===== config.mk =====
export PLATFORM = sky130hd
export DESIGN_NAME = lsu_mem_port_flat
export DESIGN_NICKNAME = d
export VERILOG_FILES = /design/src/rtl/lsu_pkg.sv /design/src/rtl/lsu_mem_port_if.sv /design/src/rtl/lsu_align.sv /design/src/rtl/lsu_mem_port.sv /design/src/flat_wrapper.sv
export SDC_FILE = /design/constraint.sdc
export NUM_CORES = 1
export LEC_CHECK = 0
export CAP_MARGIN = 20
export CORE_ASPECT_RATIO = 0.75
export CORE_MARGIN = 5
export CORE_UTILIZATION = 46
export CTS_CLUSTER_DIAMETER = 30
export DETAILED_ROUTE_END_ITERATION = 10
export GPL_TIMING_DRIVEN = 0
export PLACE_DENSITY = 0.79
export RECOVER_POWER = 50
export SYNTH_ARGS = -nofsm -noshare
export SYNTH_HDL_FRONTEND = slang
export SYNTH_HIERARCHICAL = 1
export SYNTH_SLANG_ARGS = --single-unit

===== constraint.sdc =====
create_clock -name clk -period 2.7 [get_ports clk]
set_input_delay 0.405 -clock clk [delete_from_list [all_inputs] [get_ports clk]]
set_output_delay 0.405 -clock clk [all_outputs]
set_load 0.02 [all_outputs]

===== src/rtl/lsu_pkg.sv =====
// Shared types and constants for the load/store memory port.
// Holds the FSM state enum, control bit indices and default timeout.
package lsu_pkg;

   typedef enum logic [1:0] {
      S_IDLE = 2'd0,
      S_WAIT = 2'd1,
      S_RESP = 2'd2
   } state_t;

   localparam int LD_LB  = 0;
   localparam int LD_LH  = 1;
   localparam int LD_LW  = 2;
   localparam int LD_LBU = 3;
   localparam int LD_LHU = 4;

   localparam int ST_SB = 0;
   localparam int ST_SH = 1;
   localparam int ST_SW = 2;

   localparam int unsigned DEF_TIMEOUT = 16;

   function automatic logic onehot5(input logic [4:0] v);
      return (v != 5'd0) && ((v & (v - 5'd1)) == 5'd0);
   endfunction

endpackage


===== src/rtl/lsu_mem_port_if.sv =====
// Pipeline and data-memory signals of the load/store port.
// slave is the port block itself; master is decode plus memory.
interface lsu_mem_port_if;

   logic        memread;
   logic        memwrite;
   logic [4:0]  loadcntrl;
   logic [2:0]  storecntrl;
   logic [31:0] addr;
   logic [31:0] wdata;

   logic        dmem_req;
   logic        dmem_we;
   logic [31:0] dmem_addr;
   logic [3:0]  dmem_be;
   logic [31:0] dmem_wdata;
   logic        dmem_ack;
   logic [31:0] dmem_rdata;

   logic [31:0] rdata;
   logic        rdata_valid;
   logic        busy;
   logic        fault;

   modport slave (
      input  memread, memwrite, loadcntrl, storecntrl, addr, wdata,
      input  dmem_ack, dmem_rdata,
      output dmem_req, dmem_we, dmem_addr, dmem_be, dmem_wdata,
      output rdata, rdata_valid, busy, fault
   );

   modport master (
      output memread, memwrite, loadcntrl, storecntrl, addr, wdata,
      output dmem_ack, dmem_rdata,
      input  dmem_req, dmem_we, dmem_addr, dmem_be, dmem_wdata,
      input  rdata, rdata_valid, busy, fault
   );

endinterface


===== src/rtl/lsu_align.sv =====
// Byte-lane steering: store enables/data replication and
// load lane extraction with sign or zero extension.
module lsu_align
   import lsu_pkg::*;
(
   input  logic [2:0]  i_st,
   input  logic [1:0]  i_off,
   input  logic [31:0] i_wdata,
   input  logic [4:0]  i_ld,
   input  logic [1:0]  i_ld_off,
   input  logic [31:0] i_word,
   output logic [3:0]  o_be,
   output logic [31:0] o_wdata,
   output logic [31:0] o_ldata
);

   logic [31:0] w_shift;
   logic [7:0]  w_byte;
   logic [15:0] w_half;

   assign w_shift = i_word >> {i_ld_off, 3'b000};
   assign w_byte  = w_shift[7:0];
   assign w_half  = i_ld_off[1] ? i_word[31:16] : i_word[15:0];

   // Store lanes; i_st is zero for loads, giving a full-word enable.
   always_comb begin
      o_be    = 4'hF;
      o_wdata = i_wdata;
      unique case (1'b1)
         i_st[ST_SB]: begin
            o_be    = 4'b0001 << i_off;
            o_wdata = {4{i_wdata[7:0]}};
         end
         i_st[ST_SH]: begin
            o_be    = i_off[1] ? 4'b1100 : 4'b0011;
            o_wdata = {2{i_wdata[15:0]}};
         end
         default: ;
      endcase
   end

   // Load result from the latched type and byte offset.
   always_comb begin
      o_ldata = i_word;
      unique case (1'b1)
         i_ld[LD_LB]:  o_ldata = {{24{w_byte[7]}}, w_byte};
         i_ld[LD_LH]:  o_ldata = {{16{w_half[15]}}, w_half};
         i_ld[LD_LBU]: o_ldata = {24'd0, w_byte};
         i_ld[LD_LHU]: o_ldata = {16'd0, w_half};
         default:      o_ldata = i_word;
      endcase
   end

endmodule


===== src/rtl/lsu_mem_port.sv =====
// Load/store port between decode and a single-beat data memory.
// Checks requests, runs IDLE/WAIT/RESP and aborts on timeout.
module lsu_mem_port
   import lsu_pkg::*;
#(
   parameter int unsigned TIMEOUT = DEF_TIMEOUT
) (
   input  logic clk,
   input  logic reset,
   lsu_mem_port_if.slave bus
);

   localparam logic [7:0] LP_LAST = 8'(TIMEOUT - 1);

   state_t      r_state;
   logic [7:0]  r_cnt;
   logic        r_req;
   logic        r_we;
   logic [31:0] r_addr;
   logic [1:0]  r_off;
   logic [3:0]  r_be;
   logic [31:0] r_wdata;
   logic [4:0]  r_ld;
   logic [31:0] r_rdata;
   logic        r_valid;
   logic        r_fault;

   logic        w_rd;
   logic        w_wr;
   logic        w_both;
   logic        w_any;
   logic        w_ld_oh;
   logic        w_st_oh;
   logic        w_mis_ld;
   logic        w_mis_st;
   logic        w_bad;
   logic        w_accept;
   logic        w_reject;
   logic [2:0]  w_st_sel;
   logic [3:0]  w_be;
   logic [31:0] w_wdata;
   logic [31:0] w_ldata;

   assign w_rd    = bus.memread & ~bus.memwrite;
   assign w_wr    = bus.memwrite & ~bus.memread;
   assign w_both  = bus.memread & bus.memwrite;
   assign w_any   = bus.memread | bus.memwrite;
   assign w_ld_oh = onehot5(bus.loadcntrl);
   assign w_st_oh = onehot5({2'b00, bus.storecntrl});

   assign w_mis_ld = (bus.loadcntrl[LD_LW] & (bus.addr[1:0] != 2'b00))
                   | ((bus.loadcntrl[LD_LH] | bus.loadcntrl[LD_LHU])
                      & bus.addr[0]);
   assign w_mis_st = (bus.storecntrl[ST_SW] & (bus.addr[1:0] != 2'b00))
                   | (bus.storecntrl[ST_SH] & bus.addr[0]);

   assign w_bad = w_both
                | (w_rd & (~w_ld_oh | w_mis_ld))
                | (w_wr & (~w_st_oh | w_mis_st));

   assign w_accept = (r_state == S_IDLE) & w_any & ~w_bad;
   assign w_reject = (r_state == S_IDLE) & w_any & w_bad;
   assign w_st_sel = (w_wr & w_st_oh) ? bus.storecntrl : 3'b000;

   lsu_align u_align (
      .i_st     (w_st_sel),
      .i_off    (bus.addr[1:0]),
      .i_wdata  (bus.wdata),
      .i_ld     (r_ld),
      .i_ld_off (r_off),
      .i_word   (bus.dmem_rdata),
      .o_be     (w_be),
      .o_wdata  (w_wdata),
      .o_ldata  (w_ldata)
   );

   assign bus.dmem_req    = r_req;
   assign bus.dmem_we     = r_we;
   assign bus.dmem_addr   = r_addr;
   assign bus.dmem_be     = r_be;
   assign bus.dmem_wdata  = r_wdata;
   assign bus.rdata       = r_rdata;
   assign bus.rdata_valid = r_valid;
   assign bus.fault       = r_fault;
   assign bus.busy        = (r_state == S_WAIT) | w_accept;

   // Transaction FSM with wait counter and registered outputs.
   always_ff @(posedge clk) begin
      if (reset) begin
         r_state <= S_IDLE;
         r_cnt   <= 8'd0;
         r_req   <= 1'b0;
         r_we    <= 1'b0;
         r_addr  <= 32'd0;
         r_off   <= 2'd0;
         r_be    <= 4'd0;
         r_wdata <= 32'd0;
         r_ld    <= 5'd0;
         r_rdata <= 32'd0;
         r_valid <= 1'b0;
         r_fault <= 1'b0;
      end else begin
         r_valid <= 1'b0;
         r_fault <= 1'b0;
         case (r_state)
            S_IDLE: begin
               if (w_accept) begin
                  r_state <= S_WAIT;
                  r_cnt   <= 8'd0;
                  r_req   <= 1'b1;
                  r_we    <= w_wr;
                  r_addr  <= {bus.addr[31:2], 2'b00};
                  r_off   <= bus.addr[1:0];
                  r_be    <= w_be;
                  r_wdata <= w_wdata;
                  r_ld    <= w_rd ? bus.loadcntrl : 5'd0;
               end else if (w_reject) begin
                  r_fault <= 1'b1;
               end
            end
            S_WAIT: begin
               if (bus.dmem_ack) begin
                  r_req <= 1'b0;
                  if (r_we) begin
                     r_state <= S_IDLE;
                  end else begin
                     r_rdata <= w_ldata;
                     r_valid <= 1'b1;
                     r_state <= S_RESP;
                  end
               end else if (r_cnt == LP_LAST) begin
                  r_req   <= 1'b0;
                  r_fault <= 1'b1;
                  r_state <= S_IDLE;
               end else begin
                  r_cnt <= r_cnt + 8'd1;
               end
            end
            S_RESP:  r_state <= S_IDLE;
            default: r_state <= S_IDLE;
         endcase
      end
   end

endmodule

===== src/flat_wrapper.sv =====
// flat-port wrapper written by rule: the top's interface ports become plain ports
module lsu_mem_port_flat import lsu_pkg::*;
#(
   parameter int unsigned TIMEOUT = DEF_TIMEOUT
)
  (clk, reset, bus_memread, bus_memwrite, bus_loadcntrl, bus_storecntrl, bus_addr, bus_wdata, bus_dmem_ack, bus_dmem_rdata, bus_dmem_req, bus_dmem_we, bus_dmem_addr, bus_dmem_be, bus_dmem_wdata, bus_rdata, bus_rdata_valid, bus_busy, bus_fault);
  lsu_mem_port_if bus_i ();
  input  logic clk;
  input  logic reset;
  input wire logic [$bits(bus_i.memread)-1:0] bus_memread;
  input wire logic [$bits(bus_i.memwrite)-1:0] bus_memwrite;
  input wire logic [$bits(bus_i.loadcntrl)-1:0] bus_loadcntrl;
  input wire logic [$bits(bus_i.storecntrl)-1:0] bus_storecntrl;
  input wire logic [$bits(bus_i.addr)-1:0] bus_addr;
  input wire logic [$bits(bus_i.wdata)-1:0] bus_wdata;
  input wire logic [$bits(bus_i.dmem_ack)-1:0] bus_dmem_ack;
  input wire logic [$bits(bus_i.dmem_rdata)-1:0] bus_dmem_rdata;
  output wire logic [$bits(bus_i.dmem_req)-1:0] bus_dmem_req;
  output wire logic [$bits(bus_i.dmem_we)-1:0] bus_dmem_we;
  output wire logic [$bits(bus_i.dmem_addr)-1:0] bus_dmem_addr;
  output wire logic [$bits(bus_i.dmem_be)-1:0] bus_dmem_be;
  output wire logic [$bits(bus_i.dmem_wdata)-1:0] bus_dmem_wdata;
  output wire logic [$bits(bus_i.rdata)-1:0] bus_rdata;
  output wire logic [$bits(bus_i.rdata_valid)-1:0] bus_rdata_valid;
  output wire logic [$bits(bus_i.busy)-1:0] bus_busy;
  output wire logic [$bits(bus_i.fault)-1:0] bus_fault;
  assign bus_i.memread = bus_memread;
  assign bus_i.memwrite = bus_memwrite;
  assign bus_i.loadcntrl = bus_loadcntrl;
  assign bus_i.storecntrl = bus_storecntrl;
  assign bus_i.addr = bus_addr;
  assign bus_i.wdata = bus_wdata;
  assign bus_i.dmem_ack = bus_dmem_ack;
  assign bus_i.dmem_rdata = bus_dmem_rdata;
  assign bus_dmem_req = bus_i.dmem_req;
  assign bus_dmem_we = bus_i.dmem_we;
  assign bus_dmem_addr = bus_i.dmem_addr;
  assign bus_dmem_be = bus_i.dmem_be;
  assign bus_dmem_wdata = bus_i.dmem_wdata;
  assign bus_rdata = bus_i.rdata;
  assign bus_rdata_valid = bus_i.rdata_valid;
  assign bus_busy = bus_i.busy;
  assign bus_fault = bus_i.fault;
  lsu_mem_port #(.TIMEOUT(TIMEOUT)) u_core (.clk(clk), .reset(reset), .bus(bus_i));
endmodule

# Word-level counts from Yosys, hierarchy flattened

Index checks and enable logic that the tools add are counted.

Output and inout bits: 105
Input port bits: 109
Logic and storage cells: 96
Register bits: 119

Bitwise logic cells: 32
Reductions and logical operators: 15
Add/sub/neg operators: 3
Shifts and indexed selects: 2
Mux-type cells: 26
Equal/unequal tests: 6

Operators by type and width:

| operator              | count |
|---|---|
| $pmux W32 S4          | 1 |
| $pmux W32 S2          | 1 |
| $shr A32 B5 Y8        | 1 |
| $mux W8               | 3 |
| $mux W16              | 1 |
| $pmux W8 S2           | 1 |
| $and A1 B1 Y1         | 13 |
| $logic_not A5 Y1      | 2 |
| $mux W2               | 5 |
| $or A1 B1 Y1          | 9 |
| $add A8 B1 Y8 const B | 1 |
| $eq A8 B4 Y1 const B  | 1 |
| $mux W1               | 8 |
| $not A1 Y1            | 8 |
| $pmux W4 S2           | 1 |
| $reduce_and A3 Y1     | 2 |
| $and A3 B5 Y5         | 1 |
| $and A5 B5 Y5         | 1 |
| $mux W5               | 1 |
| $reduce_bool A5 Y1    | 1 |
| $sub A5 B1 Y5 const B | 1 |
| $mux W4               | 1 |
| $ne A2 B2 Y1 const B  | 2 |
| $pmux W1 S2           | 2 |
| other kinds (13)      | 16 |

# Logic depth before layout (Yosys ltp)

Depth after elaboration: 13
Gate-level depth with buffers: 10
Mapped depth without buffers: 8

# Cells and area by module

Netlist, hierarchy kept.

Modules (own cells, without submodules):

| module       | cells an instance | instances | area each (sq um) | sequential area each (sq um) |
|---|---|---|---|---|
| lsu_mem_port | 578               | 1         | 4936.0            | 2382.3 |
| lsu_align    | 172               | 1         | 1223.7            | 0.0 |

# Worst setup path before layout

No wires, ideal clock.

Path type: input -> output
Start point: input bus_addr[1]
End point: output bus_busy
Data required time: 2295 ps
Path buffers: 2
Arrival time: 1948 ps
Stages: 7
Setup slack: 347 ps
Cells stage by stage: or3b_1 a211oi_2 o221a_2 buf_2 buf_2 a21oi_1 nor2_1

Word-level cells in the longest chain between the ends: 10
Elaborated cells between the ends (all ways): 14
Those cells by class: bitwise: 13; reduce/logical: 1

Ends and longest elaborated chain:

| element              | RTL line                               | RTL |
|---|---|---|
| from (decl)          | flat_wrapper.sv:14                     | `input wire logic [$bits(bus_i.addr)-1:0] bus_addr;` |
| $reduce_bool A2 Y1 * | lsu_mem_port.sv:51, lsu_mem_port.sv:54 |  |
| $and A1 B1 Y1        | lsu_mem_port.sv:51                     | `assign w_mis_ld = (bus.loadcntrl[LD_LW] & (bus.addr[1:0] != 2'b00))` |
| $or A1 B1 Y1         | lsu_mem_port.sv:52                     | `\| ((bus.loadcntrl[LD_LH] \| bus.loadcntrl[LD_LHU])` |
| $or A1 B1 Y1         | lsu_mem_port.sv:58                     | `\| (w_rd & (~w_ld_oh \| w_mis_ld))` |
| $and A1 B1 Y1        | lsu_mem_port.sv:58                     |  |
| $or A1 B1 Y1         | lsu_mem_port.sv:58                     |  |
| $or A1 B1 Y1 *       | lsu_mem_port.sv:59                     | `\| (w_wr & (~w_st_oh \| w_mis_st));` |
| $not A1 Y1 *         | lsu_mem_port.sv:61                     | `assign w_accept = (r_state == S_IDLE) & w_any & ~w_bad;` |
| $and A1 B1 Y1 *      | lsu_mem_port.sv:61                     |  |
| $or A1 B1 Y1 *       | lsu_mem_port.sv:85                     | `assign bus.busy = (r_state == S_WAIT) \| w_accept;` |
| to (decl)            | flat_wrapper.sv:25                     | `output wire logic [$bits(bus_i.busy)-1:0] bus_busy;` |

Every way passes the cells marked *; elsewhere a longest branch is shown, timed or not.

# Worst setup path after layout

Start point: input bus_storecntrl[2]
End point: output bus_busy

Word-level cells in the longest chain between the ends: 11
Elaborated cells between the ends (all ways): 14
Those cells by class: add/sub: 1; bitwise: 10; reduce/logical: 3

Ends and longest elaborated chain:

| element             | RTL line           | RTL |
|---|---|---|
| from (decl)         | flat_wrapper.sv:13 | `input wire logic [$bits(bus_i.storecntrl)-1:0] bus_storecntrl;` |
| $sub A3 B1 Y4       | lsu_pkg.sv:24      | `return (v != 5'd0) && ((v & (v - 5'd1)) == 5'd0);` |
| $and A3 B5 Y5       | lsu_pkg.sv:24      |  |
| $logic_not A5 Y1    | lsu_pkg.sv:24      |  |
| $logic_and A1 B1 Y1 | lsu_pkg.sv:24      |  |
| $not A1 Y1          | lsu_mem_port.sv:59 |  |
| $or A1 B1 Y1 *      | lsu_mem_port.sv:59 |  |
| $and A1 B1 Y1 *     | lsu_mem_port.sv:59 |  |
| $or A1 B1 Y1 *      | lsu_mem_port.sv:59 |  |
| $not A1 Y1 *        | lsu_mem_port.sv:61 |  |
| $and A1 B1 Y1 *     | lsu_mem_port.sv:61 |  |
| $or A1 B1 Y1 *      | lsu_mem_port.sv:85 |  |

Marked as above.

==> out/metrics.cfg <==
[run_status]
status = finished, violations left
violations = setup timing

[critical_path]
worstPathArrival_ns = 2.31
cp_max_fo = 17
end_kind = output port
startpoint_type = input pin
crit_type = in -> out
cp.required_ns = 2.30

[logic_synthesis]
yosys_warnings = 6
avgSynthCellArea_um2 = 8.202
syn_area_um2 = 6111
synth_cells = 745

[sta]
slew_violations = 0
relSlewSlack_pct = 35.39
fin_ws_ns = -0.01150
finClkSkew_ns = 0.01136
rsz0062_at_grt = true
finalCritPeriodShare_pct = 100.4
setup_viol = 1
fmax_mhz = 368.8
worstMarginPinSlew_ns = 0.9603
final_hold_viol_count = 0
fin_crit_ns = 2.712
fin_hold_ws_ns = 0.4486

[power]
powerDensity_nw_per_um2 = 570.0
pwr-share-clk_pct = 43.9
p_seq_share_pct = 36.2
p_int_w = 0.003754
ir_worst_vdd_mv = 0.4367
pwr-share-comb_pct = 19.8
swShare_pct = 27.35
switching_power_w = 0.001414
power.leakage_nw = 3.568

[final_layout]
fillers = 1067
drive_above_1_share_pct = 9.606
layout.nets = 1086
diodes = 0
post-route-util_pct = 69.65
syn2layout_area_growth_pct = 48.36

[clocking]
cts.sinks = 118
worstSkewPairLatency_ns = 0.41
htree_levels = 4
path_clk_slew_ns = 0.05
cts_tree = built
cts_made_buffers = 17
cts_buffer_depth = 2
clockRootBuffer = clkbuf_16
cts_hold_buf = 0

[detailed_routing]
wl_per_cell_um = 18.63
routed_wl_um = 21610
antenna_left = 0
vias_per_cell = 5.879
drc = 0
drt_iter0_markers = 703
first_pass_iters = 6
via_count = 6820

[floorplanning]
core-area_um2 = 13020
die_w_um = 143.1
die_area_um2 = 15710
rows = 36
pin_count = 214
start_util_pct = 46.94
dieHeight_um = 109.8

[placement]
post-dp-hpwl_um = 16050
port_buffers = 211
gp_congestion = 0.9456

[worst_hold_path]
hp-class = reg -> reg

[global_routing]
grt_start_max_net_pins = 18
grt_pass1_vias = 6340
antenna_found_initial = 0
grt.total_usage_pct = 26.46
grt_pass1_wl_um = 32970
grt-ovfl-total = 0

[flow_run]
cap_violations = 0

## metal layers
metal	up-vias	wire length, um	track usage [%]
met5	-	0	0
met4	0	493	8.277
met3	38	2124	6.870
met2	360	9435	39.58
met1	3176	9551	37.33
li1	3246	-	-
## sequential cells by signal (all words and copies together) (netlist names)
signal,cells
u_core/bus.rdata,32
u_core/r_cnt,8
u_core/bus.dmem_req,1
u_core/bus.dmem_we,1
u_core/bus.fault,1
u_core/r_state,2
u_core/r_ld,4
u_core/bus.dmem_be,4
u_core/bus.dmem_wdata,32
u_core/r_off,2
u_core/bus.dmem_addr,30
u_core/bus.rdata_valid,1
## power groups by stage
stage	combinational (W)	sequential [W]	clock [W]
5_1_grt	0.00109	0.00188	0.00238
3_3_place_gp	0.00102	0.00191	0
4_1_cts	0.00104	0.00188	0.00230
6_report	0.00103	0.00187	0.00227
2_1_floorplan	0.000459	0.00200	0
3_5_place_dp	0.00103	0.00191	0
## layout by cell type (no fill, tap or decap), drive strengths merged, types with 3 or more instances in the layout
cell,count
o31ai,70
nand2,123
a22oi,10
nand2b,6
nor4,3
clkinvlp,3
dlygate4sd3,102
clkinv,6
dfxtp,118
nor2,9
o22ai,12
inv,3
a221o,15
clkdlybuf4s50,107
clkbuf,88
mux2,26
a22o,10
mux2i,19
nand3,3
nand4,70
nor2b,3
a21oi,103
nor3,12
buf,27
xor2,6
bufinv,3
## final timing paths
check        slack (ns)                           endpoint                         startpoint  cells after the start
min reg2reg        0.45  u_core/bus.rdata[27]$_SDFFE_PP0P_  u_core/bus.rdata[27]$_SDFFE_PP0P_                      2
max               -0.01                           bus_busy                  bus_storecntrl[2]                      8
min                0.45  u_core/bus.rdata[27]$_SDFFE_PP0P_  u_core/bus.rdata[27]$_SDFFE_PP0P_                      2
max reg2reg        0.15  u_core/bus.rdata[30]$_SDFFE_PP0P_       u_core/r_off[0]$_SDFFE_PP0P_                      7
## repair_timing
item,CTS,global route
setup buffers,1,0
gates resized for setup,10,5
pin swaps,1,1
endpoints found under the setup margin,1,3
## layout make-up
type	count	area [um2]	area share, %
repair buffers	212	2116	23.34
inverters	3	11.26	0.1242
clock buffers	20	446.7	4.927
plain buffers	93	417.9	4.609
clock inverters	12	153.9	1.697
flip-flops and latches	118	2362	26.06
well taps	171	214.0	2.360
multi-input cells	531	3344	36.89
## worst max-delay path, cell delays in order
cell,delay (ns)
clkdlybuf4s50_1,0.48
or3b_1,0.36
a211oi_2,0.22
o221a_2,0.24
buf_8,0.16
a21oi_1,0.08
nor2_1,0.18
buf_4,0.17
## through the flow
stage	power [W]	cells	setup TNS [ns]	worst slack (ns)	area [um2]
after floorplan	0.002456	746	0	0.3473	6115
after global placement	0.002933	1128	-3.613	-0.8561	8441
after detailed placement	0.002938	1128	-5.213	-0.8669	8441
after CTS	0.005207	1160	0	0.02128	9057
after global routing	0.005357	1160	-0.1804	-0.09545	9066
final	0.005168	1160	-0.01150	-0.01150	9066
Power figures use the tool's default switching activity.
